[config.mk]
export PLATFORM = sky130hd
export DESIGN_NAME = enc8to3_scan
export DESIGN_NICKNAME = d
export VERILOG_FILES = /design/src/rtl/enc8to3_scan_pkg.sv /design/src/rtl/enc8to3_scan_rr_pick8.sv /design/src/rtl/enc8to3_scan.sv
export SDC_FILE = /design/constraint.sdc
export NUM_CORES = 1
export LEC_CHECK = 0
export ABC_AREA = 1
export CAP_MARGIN = 20
export CORE_ASPECT_RATIO = 2
export CORE_MARGIN = 1.5
export CORE_UTILIZATION = 50
export CTS_CLUSTER_SIZE = 25
export DETAILED_ROUTE_END_ITERATION = 10
export PLACE_DENSITY = 0.86
export RECOVER_POWER = 25
export SLEW_MARGIN = 20
export SYNTH_ARGS = -nofsm -noshare
export SYNTH_HDL_FRONTEND = slang
export SYNTH_HIERARCHICAL = 1
export SYNTH_SLANG_ARGS = --single-unit
[constraint.sdc]
create_clock -name clk -period 2.9 [get_ports clk]
set_input_delay 0.58 -clock clk [delete_from_list [all_inputs] [get_ports clk]]
set_output_delay 0.58 -clock clk [all_outputs]
set_load 0.01 [all_outputs]
[src/rtl/enc8to3_scan_pkg.sv]
// Shared constants, FSM state type and popcount helper for the round-robin
// 8-to-3 line encoder.
package enc_pkg;

    localparam int unsigned N_LINES = 8;
    localparam int unsigned ADDR_W  = 3;
    localparam int unsigned CNT_W   = 4;

    typedef enum logic {
        IDLE    = 1'b0,
        PRESENT = 1'b1
    } state_e;

    function automatic logic [CNT_W-1:0] popcount8(input logic [N_LINES-1:0] v);
        logic [CNT_W-1:0] c;
        c = '0;
        for (int unsigned i = 0; i < N_LINES; i++) begin
            c = c + CNT_W'(v[i]);
        end
        return c;
    endfunction

endpackage

[src/rtl/enc8to3_scan_rr_pick8.sv]
// Combinational round-robin picker: first set bit of mask_i searching
// upward from start_i with wrap 7 -> 0.
module rr_pick8
    import enc_pkg::*;
(
    input  logic [N_LINES-1:0] mask_i,
    input  logic [ADDR_W-1:0]  start_i,
    output logic               found_o,
    output logic [ADDR_W-1:0]  idx_o
);

    logic [ADDR_W-1:0] cand;

    always_comb begin
        found_o = 1'b0;
        idx_o   = '0;
        cand    = '0;
        for (int unsigned k = 0; k < N_LINES; k++) begin
            cand = start_i + ADDR_W'(k);
            if (!found_o && mask_i[cand]) begin
                found_o = 1'b1;
                idx_o   = cand;
            end
        end
    end

endmodule

[src/rtl/enc8to3_scan.sv]
// Round-robin 8-to-3 encoder: captures multi-hot requests into a pending set
// and presents each pending line as an address on a valid/ready output.
module enc8to3_scan
    import enc_pkg::*;
(
    input  logic               clk,
    input  logic               rst_n,
    input  logic [N_LINES-1:0] req,
    input  logic               en,
    output logic [ADDR_W-1:0]  addr,
    output logic               valid,
    input  logic               ready,
    output logic [N_LINES-1:0] pending,
    output logic [CNT_W-1:0]   count,
    output logic               busy
);

    state_e             state_q;
    logic [N_LINES-1:0] pending_q, pending_d;
    logic [CNT_W-1:0]   count_q;
    logic [ADDR_W-1:0]  addr_q;
    logic [ADDR_W-1:0]  ptr_q;
    logic               valid_q;

    logic               hs;
    logic [N_LINES-1:0] clr;
    logic [N_LINES-1:0] pick_mask;
    logic [ADDR_W-1:0]  pick_start;
    logic               pick_found;
    logic [ADDR_W-1:0]  pick_idx;

    // Set is ORed in after the clear, so a re-request of the line being
    // handed off re-queues it; searching from addr+1 puts it behind the rest.
    always_comb begin
        hs  = valid_q & ready;
        clr = '0;
        if (hs) begin
            clr[addr_q] = 1'b1;
        end
        pending_d = (pending_q & ~clr) | (req & {N_LINES{en}});
        // IDLE looks at the registered set only, giving the two-cycle
        // request-to-valid latency; PRESENT chains straight to the next line.
        if (state_q == PRESENT) begin
            pick_mask  = pending_d;
            pick_start = addr_q + ADDR_W'(1);
        end else begin
            pick_mask  = pending_q;
            pick_start = ptr_q;
        end
    end

    rr_pick8 u_pick (
        .mask_i  (pick_mask),
        .start_i (pick_start),
        .found_o (pick_found),
        .idx_o   (pick_idx)
    );

    always_ff @(posedge clk or negedge rst_n) begin
        if (!rst_n) begin
            state_q   <= IDLE;
            pending_q <= '0;
            count_q   <= '0;
            addr_q    <= '0;
            ptr_q     <= '0;
            valid_q   <= 1'b0;
        end else begin
            pending_q <= pending_d;
            count_q   <= popcount8(pending_d);
            case (state_q)
                IDLE: begin
                    if (pick_found) begin
                        addr_q  <= pick_idx;
                        valid_q <= 1'b1;
                        state_q <= PRESENT;
                    end
                end
                PRESENT: begin
                    if (hs) begin
                        ptr_q <= addr_q + ADDR_W'(1);
                        if (pick_found) begin
                            addr_q <= pick_idx;
                        end else begin
                            valid_q <= 1'b0;
                            state_q <= IDLE;
                        end
                    end
                end
                default: begin
                    state_q <= IDLE;
                    valid_q <= 1'b0;
                end
            endcase
        end
    end

    assign addr    = addr_q;
    assign valid   = valid_q;
    assign pending = pending_q;
    assign count   = count_q;
    assign busy    = (|pending_q) | valid_q;

endmodule
# == Word level (Yosys, flattened, before mapping) ==
# Cells that the tools add are included.
# classes
n_mux,47
n_div,0
shift,0
n_addsub,15
n_eq_ne,3
n_mul,0
bitwise,7
order_cmp,10
reduce_logical,18
# op_table
cell,count
$lt A3 B4 Y1 const B,9
$mux W3,11
$bmux W1 S3,8
$mux W1,22
$add A4 B1 Y4,4
$and A8 B8 Y8,2
$mux W8,2
$add A3 B3 Y3 const B,4
$logic_and A1 B1 Y1,8
$not A8 Y8,1
$or A8 B8 Y8,1
$reduce_or A8 Y1,1
$logic_not A1 Y1,7
$add A3 B1 Y3 const B,2
$add A3 B2 Y3 const B,2
$pmux W3 S2,1
$add A3 B1 Y4,1
$ne A2 B2 Y1 const B,2
$pmux W1 S2,2
$add A2 B1 Y3,1
$demux W1 S3,1
$ge A3 B1 Y1 const B,1
$reduce_and A3 Y1,1
$add A1 B1 Y2,1
5 further kinds,5
# totals
word_cells,106
ramBits,0
output_inout_bits,17
input_bits,12
mem_bits_ro,0
n_memories,0
latch_bits,0
register_bits,20

# == Longest topological paths before layout ==
# Gate-level depths: netlist (run 1).
# logic_depth
depth_word,36
ltp_mapped,22
depth_no_buf,22

# == Cells and area by module ==
# Netlist (run 1), hierarchy kept.
# by_module_without_submodules
mod,cells_each,seq_area_each_um2,instances,area_per_inst_um2
enc8to3_scan,147,500.5,1,1161.1
rr_pick8,135,0.0,1,899.6

# == Worst setup path after synthesis (run 1) ==
# OpenSTA, ideal clock, no wires.
# synth_timing
kind,in2reg
from,in ready
to,reg count_q[2] (netlist: count[2])
arrival_ns,3.117
n_path_buf,0
stages,14
path_slack_ns,-0.340
t_required_ns,2.777
setup_time_ns,0.123
cell_sequence,nand2_4 -> nor2_4 -> nand2_1 -> nand2_1 -> nand2_2 -> fa_1 -> inv_1 -> fa_1 -> fa_1 -> inv_1 -> ha_1 -> inv_1 -> fa_1 -> xnor2_1
# synth_between
elab_chain_cells,12
# synth_lines
element,line_no,source
from (decl),enc8to3_scan.sv:12,"input logic ready,"
$and A1 B1 Y1,enc8to3_scan.sv:35,hs = valid_q & ready;
$mux W8,enc8to3_scan.sv:37,if (hs) begin
$not A8 Y8,enc8to3_scan.sv:40,pending_d = (pending_q & ~clr) | (req & {N_LINES{en}});
$and A8 B8 Y8,enc8to3_scan.sv:40,
$or A8 B8 Y8,enc8to3_scan.sv:40,
net pending_d[1],enc8to3_scan.sv:19,"logic [N_LINES-1:0] pending_q, pending_d;"
$add A1 B1 Y2,enc8to3_scan_pkg.sv:18,c = c + CNT_W'(v[i]);
$add A2 B1 Y3,enc8to3_scan_pkg.sv:18,
$add A3 B1 Y4,enc8to3_scan_pkg.sv:18,
$add A4 B1 Y4 (4 in a row),enc8to3_scan_pkg.sv:18,
to (signal assigned),enc8to3_scan.sv:69,count_q <= popcount8(pending_d);
to (decl),enc8to3_scan.sv:20,logic [CNT_W-1:0] count_q;
# The timed path passes the listed nets, and every way through them passes these cells.
# A chain may end at the register's enable or synchronous reset.

# == Worst setup path after layout (run 1) ==
# layout_timing
from,reg addr_q[1] (netlist: addr[1])
to,reg count_q[1] (netlist: count[1])
# layout_between
elab_cells_between_ends,16
cone_classes,add/sub (7); order compare (2); mux (3); bitwise (3); reduce/logical (1)
# layout_rtl
element,line_no,source
from (decl),enc8to3_scan.sv:21,logic [ADDR_W-1:0] addr_q;
from (signal assigned),enc8to3_scan.sv:73,addr_q <= pick_idx;
from (signal assigned),enc8to3_scan.sv:82,addr_q <= pick_idx;
$lt A3 B4 Y1 (implied by the code) / $ge A3 B1 Y1 (equally long branches),enc8to3_scan.sv:38,clr[addr_q] = 1'b1;
$logic_and A1 B1 Y1 (implied by the code),enc8to3_scan.sv:38,
$mux W1 (implied by the code),enc8to3_scan.sv:38,
$demux W1 S3 *,enc8to3_scan.sv:38,
$mux W8 *,enc8to3_scan.sv:37,
$not A8 Y8 *,enc8to3_scan.sv:40,
$and A8 B8 Y8 *,enc8to3_scan.sv:40,
$or A8 B8 Y8 *,enc8to3_scan.sv:40,
net pending_d[3],enc8to3_scan.sv:19,
$add A3 B1 Y4 *,enc8to3_scan_pkg.sv:18,
$add A4 B1 Y4 * (4 in a row),enc8to3_scan_pkg.sv:18,
# The timed path passes the listed nets; every way through them passes the cells marked *.

==> impl_metrics.csv, run 1 <==
group,metric,value,unit
run_status,status,"finished, violations left",
run_status,violations,"negative setup slack",
drt,drt_iter0_drc,135,
grt,grt_usage,29.8,%
sta,rsz0062_at_grt,"yes",
grt,grt_remaining_overflow,0,
sta,slew_headroom,22.5,%
clock_network,cts.path.max_buffers,2,
layout,final_area,3090,um^2
job,maxCapViolCount,0,
worst_setup_path,critPathArrivalTime,3.61,ns
grt,grt_pass1_wl,10.4,mm
sta,timing.hold.ws,0.510,ns
synthesis,avgSynthCellArea,7.31,um^2
drt,drt-pass1-iter-count,4,
clock_network,root_buffer,"clkbuf_8",
grt,grt_pass1_vias,2368,
clock_network,clkLatencyLatePin,0.26,ns
drt,remaining_drc_errors,0,
hold_path,hp-class,"reg2reg",
synthesis,synth.distinct_cells,32,
sta,max_freq,0.290,GHz
clock_network,clock-sinks,20,
layout,drive_gt1_share,43.0,%
layout,utilization,79.6,%
worst_setup_path,slowest_stage,"fa_1",
worst_setup_path,cp-start-kind,"register",
place,preCtsSetupSlack,-1.10,ns
sta,fin_crit_sh,119,%
drt,vias,2433,
sta,finalSetupViolations,8,
floorplan,dieArea,4540,um^2
synthesis,ys_ff_latch,20,
floorplan,ios,29,
worst_setup_path,cp.required,3.06,ns
drt,vias_per_cell,5.85,
power,powerDensity,160,nW/um^2
layout,syn_to_final_growth,50.0,%
power,p_leak,1.51,nW
worst_setup_path,crit_path_end_kind,"register",
sta,slew_viol_final,0,
synthesis,ys_seq_area_share,24.3,%
place,port_buffers,28,
synthesis,yosys-top-cells-area,"dfrtp_1 24%, nand2_1 17%, nand3_2 8.3%",
drt,drt_wl_total,8.58,mm
floorplan,die_x,48.4,um
floorplan,fp.coreArea,3880,um^2
sta,fin_skew,0.00138,ns
drt,wl_per_cell,20.6,um
sta,final.setup.worst_slack,-0.543,ns
worst_setup_path,crit_fanout,4,
floorplan,num_rows,32,
place,dpl.hpwl,4.80,mm
power,ir_worst_vdd,0.327,mV
drt,antenna_left,0,
sta,hold_violations,0,
sta,tns,-1.98,ns
clock_network,cts_tree,"built",
clock_network,cts_inserted_buffers,3,
clock_network,clk_pin_slew,0.07,ns
synthesis,synthCells,282,
synthesis,synth_top_area_share,24.3,%
worst_setup_path,cp_top_family,"adder cells",
layout,fill_cells,235,
synthesis,yosys_warnings,6,
layout,n_antenna_cell,0,
sta,worst_pin_slew,1.16,ns
floorplan,die_h,93.8,um
floorplan,start_util,53.1,%
layout,final-seq-area,502,um^2
layout,multi_input_area,1610,um^2
worst_setup_path,crit_path_max_incr_delay,0.54,ns
synthesis,syn-cell-area,2060,um^2
sta,min_period,3.44,ns
grt,grt_max_degree,21,
worst_setup_path,criticalPathCategory,"reg2reg",
layout,nNetsFinal,389,
synthesis,synth_top_area_cell,"dfrtp_1",
clock_network,htreeDepth,1,
place,place.gp.congestion,0.953,
worst_setup_path,path_buf_inv,5,
worst_setup_path,cp_cell_sequence,"inv_1 -> nor2_2 -> nand2_1 -> nand2_1 -> nand2_2 -> fa_1 -> inv_1 -> fa_1 -> fa_1 -> inv_2 -> ha_4 -> inv_2 -> fa_2 -> inv_2",
place,place_area,2650,um^2
synthesis,synth.net_count,304,
grt,grt_antenna_before_repair,0,
-- metal layers --
layer	vias to the layer above	share of wire, %	GRT usage [%]
met4	0	11	24.5
met5	-	0	0
met3	83	6.1	2.39
met1	1146	30	26.0
met2	149	53	59.4
li1	1055	-	-
-- cell usage in the layout, fill, tap and decap left out, drive strengths merged, types with 2 or more instances in the layout --
cell	netlist	final
a21oi	6	6
buf	6	59
clkbuf	1	4
clkdlybuf4s50	0	23
dfrtp	20	20
dlygate4sd2	0	2
fa	4	4
ha	6	6
inv	35	35
nand2	116	116
nand3	41	41
nand4	5	5
nor2	22	22
o21ai	10	10
xnor2	3	3
xor2	2	2
-- path summary, 6_finish.rpt --
check / slack [ns] / endpoint / start / cells after the start
min in group asynchronous: 1.06 / ptr_q[1]$_DFFE_PN0P_ / rst_n / 2
setup / recovery: -0.54 / count[1]$_DFF_PN0_ / addr[1]$_DFFE_PN0P_ / 14
setup reg to reg: -0.54 / count[1]$_DFF_PN0_ / addr[1]$_DFFE_PN0P_ / 14
max in group asynchronous: 1.07 / valid$_DFFE_PN0P_ / rst_n / 2
hold / removal: 0.51 / ptr_q[1]$_DFFE_PN0P_ / ptr_q[1]$_DFFE_PN0P_ / 2
hold reg to reg: 0.51 / ptr_q[1]$_DFFE_PN0P_ / ptr_q[1]$_DFFE_PN0P_ / 2
-- layout make-up --
type | instances | share of cell area, %
clock buffer | 3 | 1.34
tap | 51 | 2.06
inverter | 35 | 4.57
timing repair buffer | 87 | 23.9
sequential | 20 | 16.2
multi-input combinational | 220 | 51.9
-- worst min-delay path, cell delays in order, from the launching register on --
cell and delay [ns]:
dfrtp_1 0.35, nand2_1 0.05, o21ai_0 0.07
-- flip-flops by register name, summed over array words and instances, names as in the netlist --
signal,count
count,4
state_q,1
addr,3
pending,8
valid,1
ptr_q,3
-- power by group --
group | switching (mW) | internal [mW] | leakage, nW | total, mW
registers | 0.000000858 | 0.279 | 0.215 | 0.279
clock network | 0.0952 | 0.0929 | 0.0216 | 0.188
logic | 0.0138 | 0.0128 | 1.27 | 0.0266
-- timing repair --
item                                    in CTS  in global routing
buffers inserted                             9                 11
hold buffers                                 0                  0
endpoints found under the setup margin       9                  8
resized for setup                           24                 51
pin swaps                                    2                 21
-- kinds of logic after synthesis --
logic type / Yosys count / share of synthesized area (%)
AND/OR/NAND/NOR: 187 / 50.0
buffers and inverters: 42 / 10.1
flip-flops: 20 / 24.3
AO/OA/AOI/OAI: 18 / 5.04
adder cells (fa/ha/maj): 10 / 7.53
XOR/XNOR: 5 / 3.04
-- through the flow --
step           power, mW  std cells
3_3_place_gp       0.312        395
2_1_floorplan      0.289        282
4_1_cts            0.486        407
3_5_place_dp       0.312        395
6_report           0.493        416
5_1_grt            0.512        416
-- Yosys cell counts --
master,number
buf_2,1
inv_2,5
nand2_1,96
nand4_1,4
dfrtp_1,20
nor3_1,1
xor2_1,1
xnor2_1,3
buf_12,1
nand2_2,11
a31oi_2,1
nor2_2,2
nand4_4,1
nand3b_1,1
buf_6,4
nand3_1,23
nor4_1,1
nor2_1,14
o21a_1,1
nand3_2,17
nor2_4,6
clkbuf_1,1
fa_1,4
ha_1,6
inv_1,29
o21ai_0,9
xor2_4,1
nand3_4,1
nand2_4,9
a21oi_1,6
inv_4,1
o21ai_2,1
Power figures use the tool's default switching activity.
==> inputs of run 2 (changes only) <==
clock period = 3.1 ns   (was 2.9 ns; I/O delays follow)
==> run 2 against run 1 <==
  * The flow still finishes with violations (negative setup slack)
  * Register-to-register slack gained 0.28 ns
  * Cell area shrank 5.3%
  * Maximum frequency grew 2.3%
  * Critical path type unchanged
  * Wire length shrank 13%
  * Worst hold slack gained 0.041 ns
  * Critical endpoint is now count[2]$_DFF_PN0_
  * Cell count shrank 0.24%
==> impl_metrics.csv, run 2 (synthesis gave the netlist of run 1 again) <==
group,metric,value,unit
worst_setup_path,slowest_stage,"fa_1",
layout,final_area,2930,um^2
grt,grt_pass1_wl,11.0,mm
layout,final_common_cell,"nand2_1",
sta,slew_headroom,36.4,%
floorplan,ios,29,
layout,utilization,75.4,%
place,place_area,2630,um^2
floorplan,fp.coreArea,3880,um^2
worst_setup_path,reg2reg_depth,14,
worst_setup_path,cp-endpoint,"count[2]$_DFF_PN0_",
sta,fin_skew,0.00236,ns
clock_network,cts.path.max_buffers,2,
worst_setup_path,cp-start-kind,"register",
grt,grt_usage,31.9,%
worst_setup_path,critPathArrivalTime,3.52,ns
place,place.gp.congestion,0.898,
sta,min_period,3.37,ns
grt,use_met2,64.8,%
drt,vias,2278,
grt,top_usage_layer,"met2",
sta,worst_pin_slew,0.951,ns
grt,grt_remaining_overflow,0,
sta,slew_viol_final,0,
drt,drt_wl_total,7.46,mm
worst_setup_path,rr_endpoint,"count[2]$_DFF_PN0_",
sta,fin_crit_sh,109,%
sta,finalSetupViolations,8,
clock_network,cts_tree,"built",
job,maxCapViolCount,0,
worst_setup_path,crit_path_end_kind,"register",
drt,drt-pass1-iter-count,4,
clock_network,htreeDepth,1,
layout,syn_to_final_growth,42.1,%
worst_setup_path,criticalPathCategory,"reg2reg",
clock_network,root_buffer,"clkbuf_8",
drt,antenna_left,0,
grt,grt_pass1_vias,2473,
run_status,status,"finished, violations left",
drt,remaining_drc_errors,0,
place,dpl.hpwl,4.98,mm
power,ir_worst_vdd,0.267,mV
worst_setup_path,startpoint,"addr[0]$_DFFE_PN0P_",
worst_setup_path,cp.required,3.25,ns
clock_network,cts_inserted_buffers,3,
layout,nNetsFinal,387,
power,powerDensity,167,nW/um^2
grt,grt_antenna_before_repair,0,
floorplan,die_h,93.8,um
worst_setup_path,crit_path_max_incr_delay,0.52,ns
floorplan,num_rows,32,
sta,tns,-1.15,ns
floorplan,dieArea,4540,um^2
sta,final.setup.worst_slack,-0.266,ns
worst_setup_path,cp_cell_sequence,"buf_4 -> nor2_4 -> nand2_1 -> nand2_1 -> nand2_2 -> fa_1 -> inv_2 -> fa_1 -> fa_1 -> inv_2 -> ha_4 -> inv_2 -> fa_1 -> xnor2_1",
layout,finalNonFillerCells,415,
clock_network,clk_pin_slew,0.08,ns
grt,grt_max_degree,21,
run_status,violations,"negative setup slack",
layout,largest_reg_flops,8,
sta,hold_violations,0,
drt,vias_per_cell,5.49,
place,dp.cells,392,
grt,grt_util_met3,2.71,%
clock_network,clkLatencyLatePin,0.26,ns
sta,timing.hold.ws,0.551,ns
drt,wl_per_cell,18.0,um
worst_setup_path,reg2reg_slack,-0.27,ns
hold_path,hp-class,"reg2reg",
sta,max_freq,0.297,GHz
worst_setup_path,crit_path_frequent_cell,"fa_1",
worst_setup_path,rr_startpoint,"addr[0]$_DFFE_PN0P_",
power,totalPowerFinal,0.490,mW
drt,drt_iter0_drc,84,
power,p_leak,1.48,nW
floorplan,start_util,53.1,%
hold_path,min-delay-start,"ptr_q[0]$_DFFE_PN0P_",
layout,drive_gt1_share,39.6,%
floorplan,die_x,48.4,um
layout,final_cell_mix,"91 x nand2_1, 55 x buf_4, 23 x inv_1, 23 x clkdlybuf4s50_1, 21 x nand3_1",
clock_network,clock-sinks,20,
clock_network,ctsHoldBuffers,0,
layout,n_antenna_cell,0,
place,port_buffers,28,
worst_setup_path,crit_fanout,3,
place,preCtsSetupSlack,-0.973,ns
sta,rsz0062_at_grt,"yes",
grt,grtUsageMet1,26.8,%
[run 2: how the worst min path moves through the flow]
stage | to | slack (ns) | cells past startpoint
3_5_place_dp | ptr_q[0]$_DFFE_PN0P_ | 0.49 | 2
5_1_grt | ptr_q[0]$_DFFE_PN0P_ | 0.60 | 2
4_1_cts | ptr_q[0]$_DFFE_PN0P_ | 0.51 | 2
2_1_floorplan | addr[0]$_DFFE_PN0P_ | 0.32 | 0
6_report | ptr_q[0]$_DFFE_PN0P_ | 0.55 | 2
3_3_place_gp | ptr_q[0]$_DFFE_PN0P_ | 0.48 | 2
[run 2: per-layer routing]
metal / up-vias / wire, um
li1: 1051 / -
met1: 1071 / 2310
met2: 101 / 4180
met3: 55 / 237
met4: 0 / 732
met5: - / 0
[run 2: timing repair]
item | 4_1_cts | 5_1_grt
pin swaps | 3 | 12
endpoints found under the setup margin | 7 | 8
gates cloned | 0 | 0
endpoints found under the hold margin | 0 | 0
gates resized for setup | 23 | 23
buffers inserted | 8 | 12
[run 2: final cells by class]
cell class | instances | area [um^2]
clock buffer | 4 | 55.1
timing repair buffer | 85 | 718
inverter | 35 | 139
sequential | 20 | 504
fill | 269 | 956
tap | 51 | 63.8
multi-input combinational | 220 | 1450
[run 2: report_power, final]
group	internal (mW)	leakage, nW	total [mW]	switching, mW
sequential	0.261	0.213	0.261	0.000000717
clock	0.113	0.0288	0.204	0.0907
combinational	0.0124	1.24	0.0253	0.0129
total	0.386	1.48	0.490	0.104
[run 2: worst max-delay path, delay by kind of cell (launching register included)]
kind / cells / cell delay, ns
buffers and inverters: 4 / 0.38
flip-flops: 1 / 0.43
adder cells (fa/ha/maj): 5 / 2.00
AND/OR/NAND/NOR: 4 / 0.30
XOR/XNOR: 1 / 0.14
